<file path="src/rtl/gate_timer_fsm_if.sv">
// gate_timer_fsm_if
// Groups the barrier sequencer's stimulus inputs and status outputs.
//   tick_in          : divided clock from the divide-by-5 divider (level)
//   access_granted   : one-cycle entry authorisation pulse
//   vehicle_present  : high while a vehicle is under the barrier
//   motor_open       : drive barrier up
//   motor_close      : drive barrier down
//   gate_open        : barrier fully raised
//   busy             : sequencer not idle
//   cycle_done       : one-cycle pulse when a close completes
//   state            : IDLE=0, OPENING=1, HOLD=2, CLOSING=3
// master : the side that drives tick/grant/sensor (system or bench)
// slave  : the sequencer itself
interface gate_timer_fsm_if;
  logic       tick_in;
  logic       access_granted;
  logic       vehicle_present;
  logic       motor_open;
  logic       motor_close;
  logic       gate_open;
  logic       busy;
  logic       cycle_done;
  logic [1:0] state;

  modport master (
    output tick_in, access_granted, vehicle_present,
    input  motor_open, motor_close, gate_open, busy, cycle_done, state
  );

  modport slave (
    input  tick_in, access_granted, vehicle_present,
    output motor_open, motor_close, gate_open, busy, cycle_done, state
  );
endinterface

</file>
<file path="src/rtl/gate_timer_fsm.sv">
// gate_timer_fsm
// Barrier-gate sequencer. Edge-detects the divided clock as a tick source
// and times the OPENING, HOLD and CLOSING phases of the barrier motor in
// whole tick pulses, reacting to access grants and the vehicle sensor.
// Ports:
//   clk   : system clock, all logic on its rising edge
//   reset : synchronous, active-high
//   bus   : gate_timer_fsm_if.slave (tick/grant/sensor in, motor/status out)
module gate_timer_fsm #(
  parameter int OPEN_TICKS  = 4,
  parameter int HOLD_TICKS  = 10,
  parameter int CLOSE_TICKS = 4,
  parameter int CNT_W       = 8
) (
  input  logic           clk,
  input  logic           reset,
  gate_timer_fsm_if.slave bus
);

  typedef enum logic [1:0] {
    IDLE    = 2'd0,
    OPENING = 2'd1,
    HOLD    = 2'd2,
    CLOSING = 2'd3
  } state_t;

  localparam logic [CNT_W-1:0] OPEN_LAST  = CNT_W'(OPEN_TICKS - 1);
  localparam logic [CNT_W-1:0] HOLD_LAST  = CNT_W'(HOLD_TICKS - 1);
  localparam logic [CNT_W-1:0] CLOSE_LAST = CNT_W'(CLOSE_TICKS - 1);
  localparam logic [CNT_W-1:0] CNT_ONE    = CNT_W'(1);

  state_t           state_q, state_n;
  logic [CNT_W-1:0] cnt_q, cnt_n;
  logic             tick_d;
  logic             cycle_done_q, cycle_done_n;
  logic             tick_pulse;

  // One pulse per rising edge of the divided clock. tick_d resets high so a
  // tick_in already high when reset releases is not taken as an edge.
  assign tick_pulse = bus.tick_in & ~tick_d;

  always_ff @(posedge clk) begin
    if (reset) begin
      state_q      <= IDLE;
      cnt_q        <= '0;
      tick_d       <= 1'b1;
      cycle_done_q <= 1'b0;
    end else begin
      state_q      <= state_n;
      cnt_q        <= cnt_n;
      tick_d       <= bus.tick_in;
      cycle_done_q <= cycle_done_n;
    end
  end

  // Terminal compare is evaluated before the increment, so the counter
  // never reaches N and never wraps; every state entry clears it.
  always_comb begin
    state_n      = state_q;
    cnt_n        = cnt_q;
    cycle_done_n = 1'b0;
    case (state_q)
      IDLE: begin
        // A tick coincident with the grant is deliberately not counted.
        if (bus.access_granted) begin
          state_n = OPENING;
          cnt_n   = '0;
        end
      end
      OPENING: begin
        if (tick_pulse) begin
          if (cnt_q == OPEN_LAST) begin
            state_n = HOLD;
            cnt_n   = '0;
          end else begin
            cnt_n = cnt_q + CNT_ONE;
          end
        end
      end
      HOLD: begin
        // A present vehicle or a fresh grant restarts the hold window.
        if (bus.vehicle_present || bus.access_granted) begin
          cnt_n = '0;
        end else if (tick_pulse) begin
          if (cnt_q == HOLD_LAST) begin
            state_n = CLOSING;
            cnt_n   = '0;
          end else begin
            cnt_n = cnt_q + CNT_ONE;
          end
        end
      end
      CLOSING: begin
        // Safety reversal wins over completion on the same cycle.
        if (bus.vehicle_present || bus.access_granted) begin
          state_n = OPENING;
          cnt_n   = '0;
        end else if (tick_pulse) begin
          if (cnt_q == CLOSE_LAST) begin
            state_n      = IDLE;
            cnt_n        = '0;
            cycle_done_n = 1'b1;
          end else begin
            cnt_n = cnt_q + CNT_ONE;
          end
        end
      end
      default: begin
        state_n = IDLE;
        cnt_n   = '0;
      end
    endcase
  end

  // Moore outputs straight from the state register.
  assign bus.motor_open  = (state_q == OPENING);
  assign bus.motor_close = (state_q == CLOSING);
  assign bus.gate_open   = (state_q == HOLD);
  assign bus.busy        = (state_q != IDLE);
  assign bus.cycle_done  = cycle_done_q;
  assign bus.state       = state_q;

endmodule

</file>
<file path="src/flat_wrapper.sv">
// flat-port wrapper written by rule: the top's interface ports become plain ports
module gate_timer_fsm_flat 
#(
  parameter int OPEN_TICKS  = 4,
  parameter int HOLD_TICKS  = 10,
  parameter int CLOSE_TICKS = 4,
  parameter int CNT_W       = 8
)
  (clk, reset, bus_tick_in, bus_access_granted, bus_vehicle_present, bus_motor_open, bus_motor_close, bus_gate_open, bus_busy, bus_cycle_done, bus_state);
  gate_timer_fsm_if bus_i ();
  input  logic clk;
  input  logic reset;
  input wire logic [$bits(bus_i.tick_in)-1:0] bus_tick_in;
  input wire logic [$bits(bus_i.access_granted)-1:0] bus_access_granted;
  input wire logic [$bits(bus_i.vehicle_present)-1:0] bus_vehicle_present;
  output wire logic [$bits(bus_i.motor_open)-1:0] bus_motor_open;
  output wire logic [$bits(bus_i.motor_close)-1:0] bus_motor_close;
  output wire logic [$bits(bus_i.gate_open)-1:0] bus_gate_open;
  output wire logic [$bits(bus_i.busy)-1:0] bus_busy;
  output wire logic [$bits(bus_i.cycle_done)-1:0] bus_cycle_done;
  output wire logic [$bits(bus_i.state)-1:0] bus_state;
  assign bus_i.tick_in = bus_tick_in;
  assign bus_i.access_granted = bus_access_granted;
  assign bus_i.vehicle_present = bus_vehicle_present;
  assign bus_motor_open = bus_i.motor_open;
  assign bus_motor_close = bus_i.motor_close;
  assign bus_gate_open = bus_i.gate_open;
  assign bus_busy = bus_i.busy;
  assign bus_cycle_done = bus_i.cycle_done;
  assign bus_state = bus_i.state;
  gate_timer_fsm #(.OPEN_TICKS(OPEN_TICKS), .HOLD_TICKS(HOLD_TICKS), .CLOSE_TICKS(CLOSE_TICKS), .CNT_W(CNT_W)) u_core (.clk(clk), .reset(reset), .bus(bus_i));
endmodule
</file>
<file path="config.mk">
export PLATFORM = sky130hd
export DESIGN_NAME = gate_timer_fsm_flat
export DESIGN_NICKNAME = d
export VERILOG_FILES = /design/src/rtl/gate_timer_fsm_if.sv /design/src/rtl/gate_timer_fsm.sv /design/src/flat_wrapper.sv
export SDC_FILE = /design/constraint.sdc
export NUM_CORES = 1
export LEC_CHECK = 0
export CAP_MARGIN = 20
export CORE_MARGIN = 2
export CORE_UTILIZATION = 57
export DETAILED_ROUTE_END_ITERATION = 10
export GPL_TIMING_DRIVEN = 1
export PLACE_DENSITY = 0.84
export REMOVE_ABC_BUFFERS = 1
export SYNTH_ARGS = -nofsm -noshare
export SYNTH_HDL_FRONTEND = slang
export SYNTH_SLANG_ARGS = --single-unit
</file>
<file path="constraint.sdc">
create_clock -name clk -period 4.3 [get_ports clk]
set_input_delay 0.86 -clock clk [delete_from_list [all_inputs] [get_ports clk]]
set_output_delay 0.86 -clock clk [all_outputs]
set_load 0.02 [all_outputs]
</file>
# --- Word-level counts from Yosys, hierarchy flattened ---
# Cells that the tools add are included.
totals:
  register_bits: 12
  latchBits: 0
  mem_bits_rw: 0
  rom_bits: 0
  output_inout_bits: 7
  elab_cells: 48
  memories: 0
classes:
  n_addsub: 1
  multipliers: 0
  div_mod_pow: 0
  order_cmp: 0
  eq_ne: 14
  shifts: 0
  mux: 19
  n_bitwise: 4
  n_reduce_logical: 6
ops:
  columns: ["operator", "n"]
  rows:
  - ["2-to-1 mux 8 bit", 7]
  - ["case mux 8 bit (4 select lines)", 1]
  - ["2-to-1 mux 2 bit", 9]
  - ["inequality test 3 x 1 -> 1 bit (second input constant)", 3]
  - ["adder 8 x 1 -> 8 bit (second input constant)", 1]
  - ["equality test 8 x 2 -> 1 bit (second input constant)", 1]
  - ["equality test 8 x 4 -> 1 bit (second input constant)", 1]
  - ["inequality test 2 x 1 -> 1 bit (second input constant)", 4]
  - ["case mux 2 bit (4 select lines)", 1]
  - ["AND reduction 8 bit", 1]
  - ["equality test 2 bit (second input constant)", 2]
  - ["inequality test 2 bit (second input constant)", 2]
  - ["OR reduction 4 bit", 1]
  - ["inverter 1 bit", 3]
  - ["equality test 2 x 1 -> 1 bit (second input constant)", 1]
  - ["zero test 2 bit", 1]
  - ["AND reduction 2 bit", 1]
  - ["nonzero test 2 bit", 1]
  - ["AND 1 bit", 1]
  - ["logical OR 1 bit", 1]
  - ["2-to-1 mux 1 bit", 1]

# --- Longest topological paths before layout ---
depth:
  word_depth: 5
  ltp_mapped: 7

# --- Least setup slack after synthesis ---
# Ideal clock, no wire load.
synth_timing:
  path_kind: "reg2reg"
  from: "reg u_core.state_q[0] (netlist: u_core.bus.state[0])"
  to: "reg u_core.cnt_q[4]"
  setup_time_ns: 0.128
  arrival_time_ns: 2.009
  t_required_ns: 4.172
  setup_slack_ns: 2.164
  path_stages_with_launch: 8
  path_buffers: 0
  synth_period_minus_slack_ns: 2.136
  cell_sequence: "dfxtp_1 > inv_1 > ha_1 > or2_2 > a21oi_1 > o221ai_2 > a21oi_2 > nor4_1"
synth_between:
  elab_chain_len: 3
  elab_cells_between_ends: 8
synth_rtl:
  columns: ["item", "line_no", "text"]
  rows:
  - ["start, declared", "gate_timer_fsm.sv:32", "state_t state_q, state_n;"]
  - ["start signal, assigned", "gate_timer_fsm.sv:49", "state_q <= state_n;"]
  - ["equality test 2 bit (*)", null, null]
  - ["via bus_gate_open", "flat_wrapper.sv:18", "output wire logic [$bits(bus_i.gate_open)-1:0] bus_gate_open;"]
  - ["inequality test 3 x 1 -> 1 bit (no source line)", null, null]
  - ["AND reduction 2 bit (no source line)", null, null]
  - ["end signal, assigned", "gate_timer_fsm.sv:50", "cnt_q <= cnt_n;"]
  - ["end, declared", "gate_timer_fsm.sv:33", "logic [CNT_W-1:0] cnt_q, cnt_n;"]
# Mark *: on every way through the listed nets, which the timed path passes. The rest lies on a longest branch.
# A chain may end at the register's enable or synchronous reset.

# --- Final worst setup path ---
layout_timing:
  from: "in bus_tick_in"
  to: "reg u_core.state_q[1] (netlist: u_core.bus.state[1])"
layout_between:
  elab_chain_len: 3
  elab_cells_between_ends: 5
layout_rtl:
  columns: ["item", "line_no", "text"]
  rows:
  - ["start, declared", "flat_wrapper.sv:13", "input wire logic [$bits(bus_i.tick_in)-1:0] bus_tick_in;"]
  - ["AND 1 bit (*)", "gate_timer_fsm.sv:40", "assign tick_pulse = bus.tick_in & ~tick_d;"]
  - ["inequality test 3 x 1 -> 1 bit (no source line) or inequality test 2 x 1 -> 1 bit (tied branches)", null, null]
  - ["AND reduction 8 bit (no source line) (*)", null, null]
# Mark *: on every way between the ends. The rest lies on a longest branch, timed or not.

==> flow_metrics.py <==
metrics = {
    "run_status": {
        "outcome": "complete, no violations",
    },
    "critical_path": {
        "crit_path_max_fanout": 10,
        "critPathCaptureType": "register",
        "timing.critical_path.required_ns": 4.45,
        "timing.critical_path.from_type": "primary input",
        "critical_path.max_stage_delay_ns": 0.56,
        "arrival_ns": 2.84,
        "critical_path.slowest_cell": "nor2b_1",
        "critical_path_start_end_classification": "primary input to register",
        "crit_path_cell_trace": "clkdlybuf4s50_1 > nor2b_1 > a31oi_1 > a2111oi_4 > mux2i_1 > nor2_1",
    },
    "global_routing": {
        "grt_max_degree": 14,
        "antenna_violations_before_repair": 0,
        "wire_length_of_the_first_global_routing_pass_mm": 3.54,
        "grtUsageTotal_pct": 25.1,
        "grt_overflow_total": 0,
        "grt_pass1_vias": 778,
    },
    "clock_network": {
        "tritoncts.num_buffers": 3,
        "clock_insertion_delay_at_the_later_pin_of_the_skew_report_ns": 0.27,
        "cts_max_path_buffers": 2,
        "htreeDepth": 1,
        "postCtsSetupRepairBufs": 0,
        "cts_root_buffer": "clkbuf_4",
        "ctsHoldBuffers": 0,
        "clk_pin_slew_worst_paths_ns": 0.07,
        "cts.sinks": 12,
        "tritoncts_clock_tree": "yes",
        "ctsResizeCount": 0,
    },
    "layout": {
        "insertedDiodeCount": 0,
        "utilization_pct": 68.7,
        "layoutNonFillerInstCount": 130,
        "layout-drive-gt1-share_pct": 14.9,
        "num-nets-final": 128,
        "area_delta_synth_final_pct": 13.1,
    },
    "routing": {
        "drt_iter0_drc": 42,
        "post-route-drc-count": 0,
        "avgViaCountPerCell": 6.68,
        "via_count": 868,
        "drt-wirelength-per-cell_um": 16.2,
        "totalWireLength_mm": 2.10,
        "detailedRoute.firstPassIterationCount": 4,
        "antenna_left": 0,
    },
    "timing": {
        "fin_max_slew_vios": 0,
        "max-slew-margin-rel_pct": 55.5,
        "final_hold_viol_count": 0,
        "grt_setup_unrepaired": "false",
        "timing.fmax_ghz": 0.371,
        "final.setup_skew_ns": 0.00109,
        "timing.setup.tns_ns": 0,
        "finalSetupViolations": 0,
        "timing_worst_slew_pin_value_ns": 0.666,
        "final.min_clock_period_ns": 2.69,
        "min_period_over_period_pct": 62.7,
    },
    "synthesis": {
        "synth_commonest_cells": "12 x dfxtp_1, 9 x a21oi_1, 7 x ha_1, 7 x inv_1, 7 x nor3_1",
        "synth-edff-count": 0,
        "yosys_most_used_dff": "dfxtp_1",
        "synthesis.instances": 103,
        "postSynthAreaPerCell_um2": 8.78,
        "mappedNetlistArea_um2": 905,
        "synth_largest_type_area_fraction_pct": 26.6,
        "synth-warning-count": 0,
        "count_leader_synth": "dfxtp_1",
        "flip_flop_and_latch_count_after_synthesis": 12,
        "synth_sequential_area_ratio_pct": 26.6,
        "asyncSetResetFlopFracSynth_pct": 0,
        "yosysUniqueCellTypes": 43,
        "synth_area_leaders": "dfxtp_1 27%, ha_1 9.7%, a21oi_1 5.0%",
        "netlist.top_cell.by_area": "dfxtp_1",
    },
    "die": {
        "std_cell_rows": 14,
        "fp.dieArea_um2": 1920,
        "ios": 12,
        "fp.dieH_um": 43.8,
        "design.core.area_um2": 1490,
        "start_util_pct": 60.8,
        "die_w_um": 43.8,
    },
    "placement": {
        "placedCellCount": 127,
        "gpl.final_weighted_congestion": 0.891,
        "buffer_ports.inserted": 11,
        "dp.final_hpwl_mm": 1.59,
    },
    "power": {
        "powerDensity_nw_per_um2": 499,
        "vdd_drop_max_mv": 0.289,
        "total_leakage_power_uw": 0.000366,
    },
    "hold_path": {
        "hold_path.class": "register to register",
    },
    "job": {
        "max_capacitance_violation_count": 0,
    },
}
power breakdown:
part | internal [uW] | switching, uW
registers | 121 | 13.6
logic | 127 | 183
clock network | 32.4 | 34.3
total | 280 | 231
per-stage QoR:
step	hold slack [ns]	power [uW]	area [um^2]	setup WS (ns)
floorplan	0.463	351	871	2.10
global placement	0.513	436	1000	1.40
detailed placement	0.510	445	1000	1.35
CTS	0.530	512	1020	1.63
global route	0.570	548	1020	1.50
finish	0.538	511	1020	1.61
final cells by class:
type,count,area [um^2]
clock buffer,3,22.5
fill,113,465
tap,16,20.0
sequential,12,240
multi-input combinational,81,604
inverter,7,26.3
timing repair buffer,11,110
cells by family (layout without fill, tap and decap cells):
logic type               Yosys count  count (layout)  synth area share [%]
AO/OA/AOI/OAI                     32              32                  28.9
adder cells (fa/ha/maj)            7               7                  9.68
buffers and inverters             10              21                  6.64
flip-flops                        12              12                  26.6
multiplexers                       1               1                  1.11
AND/OR/NAND/NOR                   41              41                  27.1
registers in the layout, indices dropped and copies added, names as in the netlist:
name,count
u_core.tick_d,1
u_core.bus.cycle_done,1
u_core.cnt_q,8
u_core.bus.state,2
critical path: cells and delay by family:
family	cells	cell delay [ns]
AOI/OAI and AO/OA	2	0.64
buffers and inverters	1	0.50
muxes	1	0.22
and+or+nand+nor	2	0.61
final timing paths:
kind	endpoint	cells past startpoint	startpoint	slack [ns]
hold reg to reg	u_core.cnt_q[6]	2	u_core.cnt_q[6]	0.54
setup / recovery	u_core.bus.state[1]	6	bus_tick_in	1.61
setup reg to reg	u_core.cnt_q[7]	7	u_core.bus.state[0]	2.09
hold / removal	u_core.cnt_q[6]	2	u_core.cnt_q[6]	0.54
routing by layer:
layer | wire [um] | up-vias | track usage [%]
li1 | - | 417 | -
met1 | 891 | 403 | 32.7
met2 | 1010 | 40 | 37.4
met3 | 138 | 8 | 8.33
met4 | 59 | 0 | 11.5
met5 | 0 | - | 0
cells in the final DEF, fill, tap and decap left out, drive strengths merged, types with 2 or more instances in the layout:
cell type / count
a31oi: 3
nand2: 5
a21oi: 10
o31ai: 2
clkbuf: 3
nor2b: 2
a2111oi: 3
clkdlybuf4s50: 11
ha: 7
and2: 2
nand3: 3
or2: 3
nor2: 8
nor4: 3
dfxtp: 12
a21o: 2
inv: 7
o21ai: 3
nor3: 8
No activity file was read; power rests on OpenSTA's default activity.
